==> src/rtl/fifo_pkg.sv <==
// rtl/fifo_pkg.sv - shared pointer-code helpers and width rules for the multi-channel FIFO memory
package fifo_pkg;

    // Pointers narrower than this are zero-extended into the helpers and truncated afterwards.
    localparam int PTR_MAX_W = 32;

    // Channel index width: log2 of the channel count, never below one bit.
    function automatic int ch_width(input int ch);
        return (ch > 1) ? $clog2(ch) : 1;
    endfunction

    // Zero-extension does not disturb the Gray code of the low bits.
    function automatic logic [PTR_MAX_W-1:0] bin2gray(input logic [PTR_MAX_W-1:0] b);
        return b ^ (b >> 1);
    endfunction

    // Leading zeros contribute nothing to the prefix XOR, so narrow pointers decode correctly.
    function automatic logic [PTR_MAX_W-1:0] gray2bin(input logic [PTR_MAX_W-1:0] g);
        logic [PTR_MAX_W-1:0] b;
        b[PTR_MAX_W-1] = g[PTR_MAX_W-1];
        for (int i = PTR_MAX_W - 2; i >= 0; i--) begin
            b[i] = b[i+1] ^ g[i];
        end
        return b;
    endfunction

endpackage

==> src/rtl/fifo_wptr_full.sv <==
// rtl/fifo_wptr_full.sv - per-channel write pointer, full, almost-full and sticky overflow
module fifo_wptr_full
    import fifo_pkg::*;
#(
    parameter int ADDR_WIDTH = 4,
    parameter int AF_MARGIN  = 2
) (
    input  logic                  w_clk,
    input  logic                  w_rst_n,
    input  logic                  inc,
    input  logic [ADDR_WIDTH:0]   rptr_gray_sync,
    input  logic                  ovf_clr,
    output logic [ADDR_WIDTH:0]   wbin,
    output logic [ADDR_WIDTH:0]   wgray,
    output logic                  full,
    output logic                  almost_full,
    output logic                  ovf,
    output logic                  accept
);

    localparam int PW       = ADDR_WIDTH + 1;
    localparam int DEPTH    = 1 << ADDR_WIDTH;
    localparam int AF_CLAMP = (AF_MARGIN > DEPTH) ? DEPTH : AF_MARGIN;
    localparam logic [PW-1:0] DEPTH_V = PW'(DEPTH);
    localparam logic [PW-1:0] AF_V    = PW'(AF_CLAMP);

    logic [PW-1:0] wbin_q, wbin_d;
    logic [PW-1:0] wgray_q, wgray_d;
    logic          ovf_q, ovf_d;

    logic [PW-1:0]        rbin;
    logic [PW-1:0]        used;
    logic [PW-1:0]        free;
    logic                 full_c;
    logic [PTR_MAX_W-1:0] rg_ext;
    logic [PTR_MAX_W-1:0] rbin_ext;
    logic [PTR_MAX_W-1:0] wgray_ext;

    // Full compares Gray codes directly; occupancy decodes the read pointer back to binary.
    always_comb begin
        rg_ext   = {{(PTR_MAX_W - PW){1'b0}}, rptr_gray_sync};
        rbin_ext = gray2bin(rg_ext);
        rbin     = rbin_ext[PW-1:0];
        full_c   = (wgray_q == {~rptr_gray_sync[ADDR_WIDTH:ADDR_WIDTH-1],
                                rptr_gray_sync[ADDR_WIDTH-2:0]});
        used     = wbin_q - rbin;
        free     = DEPTH_V - used;
    end

    // Advance both pointer codes on an accepted write; Gray tracks binary+1 in the same edge.
    always_comb begin
        accept    = inc && !full_c;
        wbin_d    = accept ? (wbin_q + PW'(1)) : wbin_q;
        wgray_ext = bin2gray({{(PTR_MAX_W - PW){1'b0}}, wbin_d});
        wgray_d   = wgray_ext[PW-1:0];
    end

    // Overflow is sticky; a rejected write beats a clear arriving in the same cycle.
    always_comb begin
        ovf_d = ovf_q;
        if (inc && full_c) begin
            ovf_d = 1'b1;
        end else if (ovf_clr) begin
            ovf_d = 1'b0;
        end
    end

    // Pointer and flag registers, cleared asynchronously with the write domain.
    always_ff @(posedge w_clk or negedge w_rst_n) begin
        if (!w_rst_n) begin
            wbin_q  <= '0;
            wgray_q <= '0;
            ovf_q   <= 1'b0;
        end else begin
            wbin_q  <= wbin_d;
            wgray_q <= wgray_d;
            ovf_q   <= ovf_d;
        end
    end

    assign wbin        = wbin_q;
    assign wgray       = wgray_q;
    assign full        = full_c;
    assign almost_full = (free <= AF_V);
    assign ovf         = ovf_q;

endmodule

==> src/rtl/fifo_memory_mc.sv <==
// rtl/fifo_memory_mc.sv - shared multi-channel FIFO storage with write control; FIFO_MEM_PARITY_EN adds per-entry parity
module fifo_memory_mc
    import fifo_pkg::*;
#(
    parameter int DATA_WIDTH = 8,
    parameter int ADDR_WIDTH = 4,
    parameter int CH         = 2,
    parameter int AF_MARGIN  = 2,
    localparam int CH_W      = ch_width(CH)
) (
    input  logic                          w_clk,
    input  logic                          w_rst_n,
    input  logic                          w_inc,
    input  logic [CH_W-1:0]               w_ch,
    input  logic [DATA_WIDTH-1:0]         w_data,
    input  logic [CH*(ADDR_WIDTH+1)-1:0]  rptr_gray_sync,
    input  logic [CH-1:0]                 w_ovf_clr,
    output logic [CH*(ADDR_WIDTH+1)-1:0]  w_ptr_gray,
    output logic [CH-1:0]                 w_full,
    output logic [CH-1:0]                 w_almost_full,
    output logic [CH-1:0]                 w_ovf,
    input  logic [CH_W-1:0]               rd_ch,
    input  logic [ADDR_WIDTH-1:0]         rd_address,
`ifdef FIFO_MEM_PARITY_EN
    output logic                          rd_parity_err,
`endif
    output logic [DATA_WIDTH-1:0]         rd_data
);

    localparam int PW    = ADDR_WIDTH + 1;
    localparam int DEPTH = 1 << ADDR_WIDTH;
    localparam int IDX_W = CH_W + ADDR_WIDTH;

    logic [CH-1:0]         inc_vec;
    logic [CH-1:0]         accept_vec;
    logic [ADDR_WIDTH:0]   wbin [CH];
    logic                  wr_ch_valid;
    logic                  rd_ch_valid;
    logic                  wr_en;
    logic [ADDR_WIDTH-1:0] wr_addr;
    logic [IDX_W-1:0]      wr_idx;
    logic [IDX_W-1:0]      rd_idx;

    // Storage is deliberately not reset so it can map onto a RAM or latch array.
    logic [DATA_WIDTH-1:0] mem [CH*DEPTH];

    // Out-of-range channel indices only exist when CH is not a power of two.
    generate
        if (CH == (1 << CH_W)) begin : g_ch_full_range
            assign wr_ch_valid = 1'b1;
            assign rd_ch_valid = 1'b1;
        end else begin : g_ch_partial_range
            assign wr_ch_valid = (w_ch < CH_W'(CH));
            assign rd_ch_valid = (rd_ch < CH_W'(CH));
        end
    endgenerate

    // One-hot write request per channel.
    always_comb begin
        inc_vec = '0;
        for (int c = 0; c < CH; c++) begin
            inc_vec[c] = w_inc && wr_ch_valid && (w_ch == CH_W'(c));
        end
    end

    generate
        for (genvar c = 0; c < CH; c++) begin : g_ch
            fifo_wptr_full #(
                .ADDR_WIDTH (ADDR_WIDTH),
                .AF_MARGIN  (AF_MARGIN)
            ) u_wptr (
                .w_clk          (w_clk),
                .w_rst_n        (w_rst_n),
                .inc            (inc_vec[c]),
                .rptr_gray_sync (rptr_gray_sync[c*PW +: PW]),
                .ovf_clr        (w_ovf_clr[c]),
                .wbin           (wbin[c]),
                .wgray          (w_ptr_gray[c*PW +: PW]),
                .full           (w_full[c]),
                .almost_full    (w_almost_full[c]),
                .ovf            (w_ovf[c]),
                .accept         (accept_vec[c])
            );
        end
    endgenerate

    // Pick the target channel's write address and acceptance.
    always_comb begin
        wr_en   = 1'b0;
        wr_addr = '0;
        for (int c = 0; c < CH; c++) begin
            if (inc_vec[c]) begin
                wr_en   = accept_vec[c];
                wr_addr = wbin[c][ADDR_WIDTH-1:0];
            end
        end
    end

    assign wr_idx = {w_ch, wr_addr};
    assign rd_idx = {rd_ch, rd_address};

    // Shared storage array, written only on an accepted write.
    always_ff @(posedge w_clk) begin
        if (wr_en) begin
            mem[wr_idx] <= w_data;
        end
    end

    assign rd_data = rd_ch_valid ? mem[rd_idx] : '0;

`ifdef FIFO_MEM_PARITY_EN
    logic [CH*DEPTH-1:0] par_q, par_d;

    // Capture even parity of the incoming word alongside the data.
    always_comb begin
        par_d = par_q;
        if (wr_en) begin
            par_d[wr_idx] = ^w_data;
        end
    end

    // Parity bits are small enough to reset, unlike the data array.
    always_ff @(posedge w_clk or negedge w_rst_n) begin
        if (!w_rst_n) begin
            par_q <= '0;
        end else begin
            par_q <= par_d;
        end
    end

    assign rd_parity_err = rd_ch_valid && ((^mem[rd_idx]) ^ par_q[rd_idx]);
`endif

endmodule

==> config.mk <==
export PLATFORM = sky130hd
export DESIGN_NAME = fifo_memory_mc
export DESIGN_NICKNAME = d
export VERILOG_FILES = /design/src/rtl/fifo_pkg.sv /design/src/rtl/fifo_wptr_full.sv /design/src/rtl/fifo_memory_mc.sv
export SDC_FILE = /design/constraint.sdc
export NUM_CORES = 1
export LEC_CHECK = 0
export BUFFER_PORTS_ARGS = -buffer_cell sky130_fd_sc_hd__buf_4
export CAP_MARGIN = 20
export CORE_UTILIZATION = 55
export DETAILED_ROUTE_END_ITERATION = 7
export GPL_ROUTABILITY_DRIVEN = 0
export PLACE_DENSITY_LB_ADDON = 0.05
export SYNTH_ARGS = -nofsm -noshare
export SYNTH_HDL_FRONTEND = slang
export SYNTH_SLANG_ARGS = --single-unit
==> constraint.sdc <==
create_clock -name w_clk -period 4.5 [get_ports w_clk]
set_clock_uncertainty 0.2 [all_clocks]
set_input_delay 0.675 -clock w_clk [delete_from_list [all_inputs] [get_ports w_clk]]
set_output_delay 0.675 -clock w_clk [all_outputs]
set_load 0.005 [all_outputs]
# == Yosys cells after proc, flatten, opt, wreduce, memory -nomap -nowiden ==
# Memories as Yosys holds them, arrays and structs flattened.
# Cells that the tools add are included.
# totals
reg_bits,22
ram_bits,256
inputBits,29
out_inout_bits,24
word_cells,52
memories,1
# mem_list
memory,words,width,read_ports,rd_clocked_by_memory_dff,write_ports,line_no,rtl
mem,32,8,1,0,1,fifo_memory_mc.sv:45,logic [DATA_WIDTH-1:0] mem [CH*DEPTH];
# classes
n_addsub,6
n_lt_le_gt_ge,2
n_eq_ne,2
mux,12
bitwise_logic,13
reduce_logical,10
# ops
op,n
adder 5 x 1 -> 5 bit (second input constant),2
== test 5 bit,2
less-or-equal comparator 5 x 2 -> 1 bit (second input constant),2
two-way mux 5 bit,2
subtractor 5 bit,2
subtractor 5 bit (first input constant),2
bitwise XOR 5 x 4 -> 5 bit,2
two-way mux 1 bit,8
two-way mux 4 bit,2
bitwise XOR 1 bit,8
logical AND 1 bit,6
inverter 2 bit,2
nonzero test 2 bit,2
zero test 1 bit,2
inverter 1 bit,1

# == Depth between registers and ports, before layout ==
# Gate-level depths: netlist of the first run.
# logic_depth
ltp_word,8
mapped_depth,12
mapped_depth_nobuf,11

# == Cells and area by module ==
# A second synthesis of the first run with hierarchy kept.
# unflattened
hier_cells,578
area_unflattened_um2,11502.3
# modules_own_cells
module,n_inst,cells_each,area_per_inst_um2,seq_area_each_um2
fifo_memory_mc,1,418,9960.8,7687.4
fifo_wptr_full,2,80,770.7,250.2

# == Least setup slack after synthesis of the first run ==
# No wires, ideal clock.
# synth_path
kind,input port to output port
startpoint,input rptr_gray_sync[3]
endpoint,output w_almost_full[0]
arrival_time_ns,2.617
t_required_ns,3.625
path_slack_ns,1.008
stages,12
n_path_buf,1
cell_sequence,xor2_1 > xor2_1 > xor2_1 > xnor2_1 > ha_1 > inv_1 > ha_1 > inv_1 > fa_1 > o21ai_0 > nor3_1 > buf_4
# synth_between
elab_chain_cells,7
# synth_lines
item,line_no,rtl
"start, declared",fifo_memory_mc.sv:16,"input logic [CH*(ADDR_WIDTH+1)-1:0] rptr_gray_sync,"
bitwise XOR 1 bit *,fifo_pkg.sv:22,b[i] = b[i+1] ^ g[i];
bitwise XOR 1 bit (3 in a row),fifo_pkg.sv:22,
subtractor 5 bit *,fifo_wptr_full.sv:46,used = wbin_q - rbin;
subtractor 5 bit *,fifo_wptr_full.sv:47,free = DEPTH_V - used;
less-or-equal comparator 5 x 2 -> 1 bit *,fifo_wptr_full.sv:84,assign almost_full = (free <= AF_V);
"end, declared",fifo_memory_mc.sv:20,"output logic [CH-1:0] w_almost_full,"
# Mark *: on every way between the ends. The rest lies on a longest branch, timed or not.

# == Worst setup path after layout of the first run ==
# Same ends and word-level chain as after synthesis.

==> results of run 1 <==
power by group:
group,total [mW],internal [mW],switching [mW]
combinational,1.33,0.614,0.714
clock,2.25,1.32,0.926
sequential,3.16,3.01,0.148
total,6.74,4.95,1.79
through the flow:
step                util (%)  power [mW]  worst slack [ns]
floorplan                  -        4.11              1.01
detailed placement      60.4        4.53             0.629
global route            64.9        7.02             0.430
finish                  64.9        6.74             0.580
CTS                     64.9        6.77             0.618
global placement        60.4        4.49             0.757
flip-flops by register name, summed over array words and instances (netlist names):
| name | cells |
|---|---|
| mem | 256 |
| g_ch.u_wptr.wbin | 10 |
| g_ch.u_wptr.wgray | 8 |
| g_ch.u_wptr.ovf | 2 |
cells in the mapped netlist, drive strengths merged, types with 3 or more instances:
| cell type | n | area, µm² |
|---|---|---|
| mux2 | 9 | 101 |
| mux2i | 4 | 40.0 |
| xor2 | 18 | 158 |
| or3 | 4 | 25.0 |
| mux4 | 80 | 1800 |
| nand4 | 3 | 18.8 |
| xnor2 | 24 | 210 |
| nand3 | 10 | 50.1 |
| edfxtp | 256 | 7690 |
| nand2 | 14 | 52.6 |
| a211oi | 3 | 22.5 |
| nor3 | 24 | 120 |
| buf | 22 | 144 |
| clkbuf | 11 | 41.3 |
| dfrtp | 20 | 500 |
| nor2 | 19 | 71.3 |
| nand2b | 3 | 18.8 |
| a21oi | 9 | 45.0 |
| ha | 16 | 200 |
| inv | 21 | 78.8 |
| o21ai | 7 | 35.0 |
| a21o | 3 | 22.5 |
cell usage in the layout, fill, tap and decap left out, drive strengths merged, types with 2 or more instances in the layout:
cell / Yosys / layout
clkinv: 0 / 12
o21ai: 7 / 7
nand2: 14 / 14
buf: 22 / 73
a21o: 3 / 3
nor3: 24 / 24
o22ai: 2 / 2
clkbuf: 11 / 36
nand3: 10 / 10
nand4: 3 / 3
xnor2: 24 / 24
nor2: 19 / 19
mux2i: 4 / 4
mux4: 80 / 80
nand2b: 3 / 3
bufinv: 0 / 2
ha: 16 / 16
inv: 21 / 22
or3: 4 / 4
fa: 2 / 2
edfxtp: 256 / 256
xor2: 18 / 18
dfrtp: 20 / 20
a211oi: 3 / 3
mux2: 9 / 9
a21oi: 9 / 9
path summary, 6_finish.rpt:
kind                                                    end  depth (start not counted)
hold reg to reg              g_ch[1].u_wptr.ovf$_DFFE_PN0P_                          2
setup reg to reg                        mem[9][1]$_DFFE_PP_                          5
setup / recovery                           w_almost_full[0]                         13
max in group asynchronous  g_ch[1].u_wptr.wbin[2]$_DFF_PN0_                          2
hold / removal               g_ch[1].u_wptr.ovf$_DFFE_PN0P_                          2
min in group asynchronous  g_ch[1].u_wptr.wbin[0]$_DFF_PN0_                          2
cell families (layout without fill, tap and decap cells):
family,Yosys count,after routing,share of synthesized area (%)
buffers and inverters,54,147,2.28
AOI/OAI and AO/OA,31,31,1.72
and+or+nand+nor,82,82,3.38
muxes,93,93,16.8
xor gates and xnor gates,42,42,3.17
DFF,276,276,70.6
adders and majority gates,18,18,2.07
critical path, stage by stage:
cell	delay, ns
buf_4	0.12
xor2_1	0.26
xor2_1	0.27
xor2_1	0.28
xnor2_1	0.12
ha_1	0.19
inv_1	0.06
ha_1	0.15
inv_1	0.05
fa_1	0.48
o21ai_0	0.08
nor3_1	0.17
buf_4	0.14
routing by layer:
metal  global-route usage, %  vias up
met3                    2.83       23
met5                       0        -
met1                    34.5     3040
met2                    35.5      177
li1                        -     2538
met4                    4.69        0
repair_timing:
item	in CTS	in global routing
endpoints found under the setup margin	0	0
buffers inserted	0	0
endpoints found under the hold margin	20	0
hold buffers	1	0
resized for setup	0	0
area by class of cell:
type	count	area (µm²)	share of cell area, %
flip-flops and latches	276	8190	61.8
multi-input cells	266	3150	23.8
clock buffers	36	772	5.82
repair buffers	74	596	4.49
well taps	270	338	2.55
clock inverters	16	134	1.01
inverters	21	78.8	0.595
==> flow_metrics.tcl, run 1 <==
set metrics [dict create \
    clk_pin_slew_ns 0.06 \
    dieArea_um2 21700 \
    diodes 0 \
    dpl_cell_area_um2 12300 \
    fp.dieH_um 147 \
    fin_crit_ns 3.92 \
    crit_fanout 2 \
    post-dp-hpwl_um 15100 \
    seq_area_frac_synth_pct 70.6 \
    core-area_um2 20400 \
    cts_sinks 276 \
    dr_wl_met2_um 11200 \
    wl_met3_um 1300 \
    drtPass1Iterations 5 \
    cts_tree "built" \
    cts_made_buffers 28 \
    status "complete, no violations" \
    fin_nets 714 \
    end_kind "primary output" \
    wl_per_cell_um 24.2 \
    drt_iter0_markers 514 \
    areaGrowthSynthToFinish_pct 14.4 \
    grt_max_degree 47 \
    ant_nets 0 \
    grt_pass1_vias 5887 \
    maxSlewViolCount 0 \
    rsz0062_at_grt "no" \
    slew_headroom_pct 34.9 \
    crit_path_start "rptr_gray_sync[3]" \
    num_rows 52 \
    topRoutingLayerUsed "met4" \
    stdcell_area_um2 13300 \
    startpoint_type "primary input" \
    hold_viol 0 \
    m1WireLength_um 10500 \
    fin_setup_tns_ns 0 \
    initial_utilization_pct 56.7 \
    totalWireLength_um 23200 \
    dpl.cell_count 906 \
    cts_buffer_depth 3 \
    hold_class "in -> reg" \
    drc_errors 0 \
    numPortBuffers 52 \
    synth_cells 596 \
    worstPathRequired_ns 3.62 \
    antenna_found_initial 0 \
    hp-start "w_ovf_clr[1]" \
    cts_max_level 1 \
    io_pins 53 \
    critical_path_class "in -> out" \
    drive_gt1_share_pct 30.0 \
    syn_nets 643 \
    ys_ff_latch 276 \
    reg2reg_slack_ns 1.69 \
    layoutNonFillerInstCount 959 \
    setup_viol 0 \
    cts_root_buf "clkbuf_16" \
    synth_edf_count 256 \
    vias 5778 \
    cp_data_arrival_time_ns 3.04 \
    syn_area_per_cell_um2 19.5 \
    ys.flop_type "edfxtp_1" \
    ys_warn_count 0 \
    cap_violations 0 \
    grt.overflow.total 0 \
    tightestPinTransition_ns 0.974 \
    track_usage_pct 22.6 \
    powerDensity_nw_per_um2 508 \
    die_w_um 147 \
    power.leakage_nw 4.49 \
    min_period_over_period_pct 87.1 \
    whs_ns 0.135 \
    syn_area_um2 11600 \
    max_freq_ghz 0.255 \
    async_flop_share_pct 7.25 \
    nFillCells 1402 \
    clk_latency_ns 0.53 \
    max-vdd-ir-drop_mv 0.347 \
    timing.rr.start "g_ch[1].u_wptr.wbin[4]$_DFF_PN0_" \
    avgViaCountPerCell 6.03 \
    grt_pass1_wl_um 35900 \
    ys_types 39 \
]
No activity file was read; power rests on OpenSTA's default activity.
==> run 2: changes to the inputs <==
clock period = 3.8 ns   (was 4.5 ns; I/O delays follow)
==> flow_metrics.tcl, run 2 (same netlist as run 1, synthesis figures left out) <==
set metrics [dict create \
    status "complete, no violations" \
    post-dp-hpwl_um 15200 \
    die_w_um 147 \
    slew_headroom_pct 39.6 \
    cts_sinks 276 \
    critPathMaxStageDelay_ns 0.47 \
    cap_violations 0 \
    rsz0062_at_grt "no" \
    powerDensity_nw_per_um2 586 \
    grt.overflow.total 0 \
    pwr-share-seq_pct 48.2 \
    worstPathRequired_ns 3.03 \
    p_clk_share_pct 31.2 \
    maxSlewViolCount 0 \
    drtPass1Iterations 4 \
    cts_buffer_depth 3 \
    grt_pass1_wl_um 35800 \
    critPathBufInv 4 \
    tightestPinTransition_ns 0.902 \
    fp.dieH_um 147 \
    grt_max_degree 35 \
    p_switching_mw 2.07 \
    cp_data_arrival_time_ns 2.83 \
    core-area_um2 20400 \
    power.internal_mw 5.69 \
    p_comb_share_pct 20.6 \
    cp_slowest_cell "fa_1" \
    initial_utilization_pct 56.7 \
    track_usage_pct 22.7 \
    io_pins 53 \
    reg2reg_depth 5 \
    areaGrowthSynthToFinish_pct 14.1 \
    hold_viol 0 \
    fin_crit_ns 3.60 \
    cts_root_buf "clkbuf_16" \
    startpoint_type "primary input" \
    worst-path-stages 12 \
    cts_made_buffers 27 \
    antenna_found_initial 0 \
    crit_fanout 2 \
    largest_reg_flops 256 \
    whs_ns 0.0418 \
    hold_class "in -> reg" \
    final_cell_mix "256 x edfxtp_1, 80 x mux4_2, 80 x buf_4, 27 x clkbuf_16" \
    setup_viol 0 \
    max-vdd-ir-drop_mv 0.386 \
    avgViaCountPerCell 6.00 \
    power.leakage_nw 4.49 \
    numPortBuffers 52 \
    critPathTopFamily "adder cells" \
    layout_commonest_cell "edfxtp_1" \
    clk_latency_ns 0.52 \
    max_freq_ghz 0.278 \
    drt_iter0_markers 516 \
    ant_nets 0 \
    drc_errors 0 \
    vias 5798 \
    end_kind "primary output" \
    drive_gt1_share_pct 30.4 \
    min_period_over_period_pct 94.8 \
    wl_per_cell_um 24.0 \
    cts_resized 0 \
    crit_chain "buf_4 -> xor2_1 -> xor2_1 -> xor2_1 -> buf_4 -> ha_1 -> ha_1 -> inv_1 -> fa_1 -> o21ai_0 -> nor3_1 -> buf_4" \
    grt_pass1_vias 5976 \
    clk_pin_slew_ns 0.06 \
    totalWireLength_um 23200 \
    p_sw_share_pct 26.7 \
    critical_path_class "in -> out" \
    diodes 0 \
    fin_setup_tns_ns 0 \
    fin_nets 724 \
    worstHoldPathCells 2 \
    cts_tree "built" \
    regMostFlops "mem" \
    dieArea_um2 21700 \
    num_rows 52 \
    cts_max_level 1 \
]
run 2: cell count changes in the layout (fill, tap and decap cells not counted), sizes merged:
| cell | delta |
|---|---|
| clkinv | -1 |
| inv | -1 |
| buf | +11 |
| bufinv | -1 |
run 2: final timing paths:
check / end / startpoint / slack (ns)
hold / removal: g_ch[1].u_wptr.ovf$_DFFE_PN0P_ / w_ovf_clr[1] / 0.04
min in group asynchronous: g_ch[1].u_wptr.ovf$_DFFE_PN0P_ / w_rst_n / 0.27
max in group asynchronous: g_ch[0].u_wptr.wbin[3]$_DFF_PN0_ / w_rst_n / 2.92
hold reg to reg: g_ch[0].u_wptr.ovf$_DFFE_PN0P_ / g_ch[0].u_wptr.ovf$_DFFE_PN0P_ / 0.32
setup / recovery: w_almost_full[1] / rptr_gray_sync[8] / 0.20
setup reg to reg: mem[17][0]$_DFFE_PP_ / g_ch[1].u_wptr.wbin[4]$_DFF_PN0_ / 1.20
run 2: layout make-up:
| cell class | instances | area [µm²] |
|---|---|---|
| inverters | 21 | 78.8 |
| fillers | 1435 | 7200 |
| clock inverters | 13 | 88.8 |
| flip-flops and latches | 276 | 8190 |
| repair buffers | 85 | 676 |
| multi-input cells | 266 | 3150 |
| clock buffers | 36 | 709 |
| well taps | 270 | 338 |
run 2: per-stage QoR:
step	worst slack, ns	util (%)	instances	instance area (µm²)	power [mW]
final	0.198	64.7	967	13200	7.75
after global routing	0.00864	64.7	967	13200	8.11
after CTS	0.159	64.7	965	13200	7.81
after detailed placement	0.169	60.7	915	12400	5.40
after global placement	0.262	60.7	913	12400	5.33
after floorplan	0.518	-	596	11600	4.86
run 2: layer usage:
layer  GRT usage, %  up-vias  share of wire [%]
li1               -     2559                  -
met1           34.3     3025                 45
met2           35.9      187                 48
met3           2.95       27                5.5
met4           4.74        0                1.4
met5              0        -                  0
run 2: what timing repair did:
item	4_1_cts	5_1_grt
buffers inserted	0	2
endpoints found under the hold margin	20	0
endpoints found under the setup margin	0	2
hold buffers	1	0
run 2: power by group through the flow:
| stage | Sequential (mW) | Combinational [mW] | Clock (mW) |
|---|---|---|---|
| detailed placement | 3.80 | 1.60 | 0 |
| CTS | 3.74 | 1.61 | 2.46 |
| global placement | 3.79 | 1.54 | 0 |
| global route | 3.77 | 1.77 | 2.57 |
| floorplan | 3.73 | 1.13 | 0 |
| finish | 3.74 | 1.59 | 2.42 |
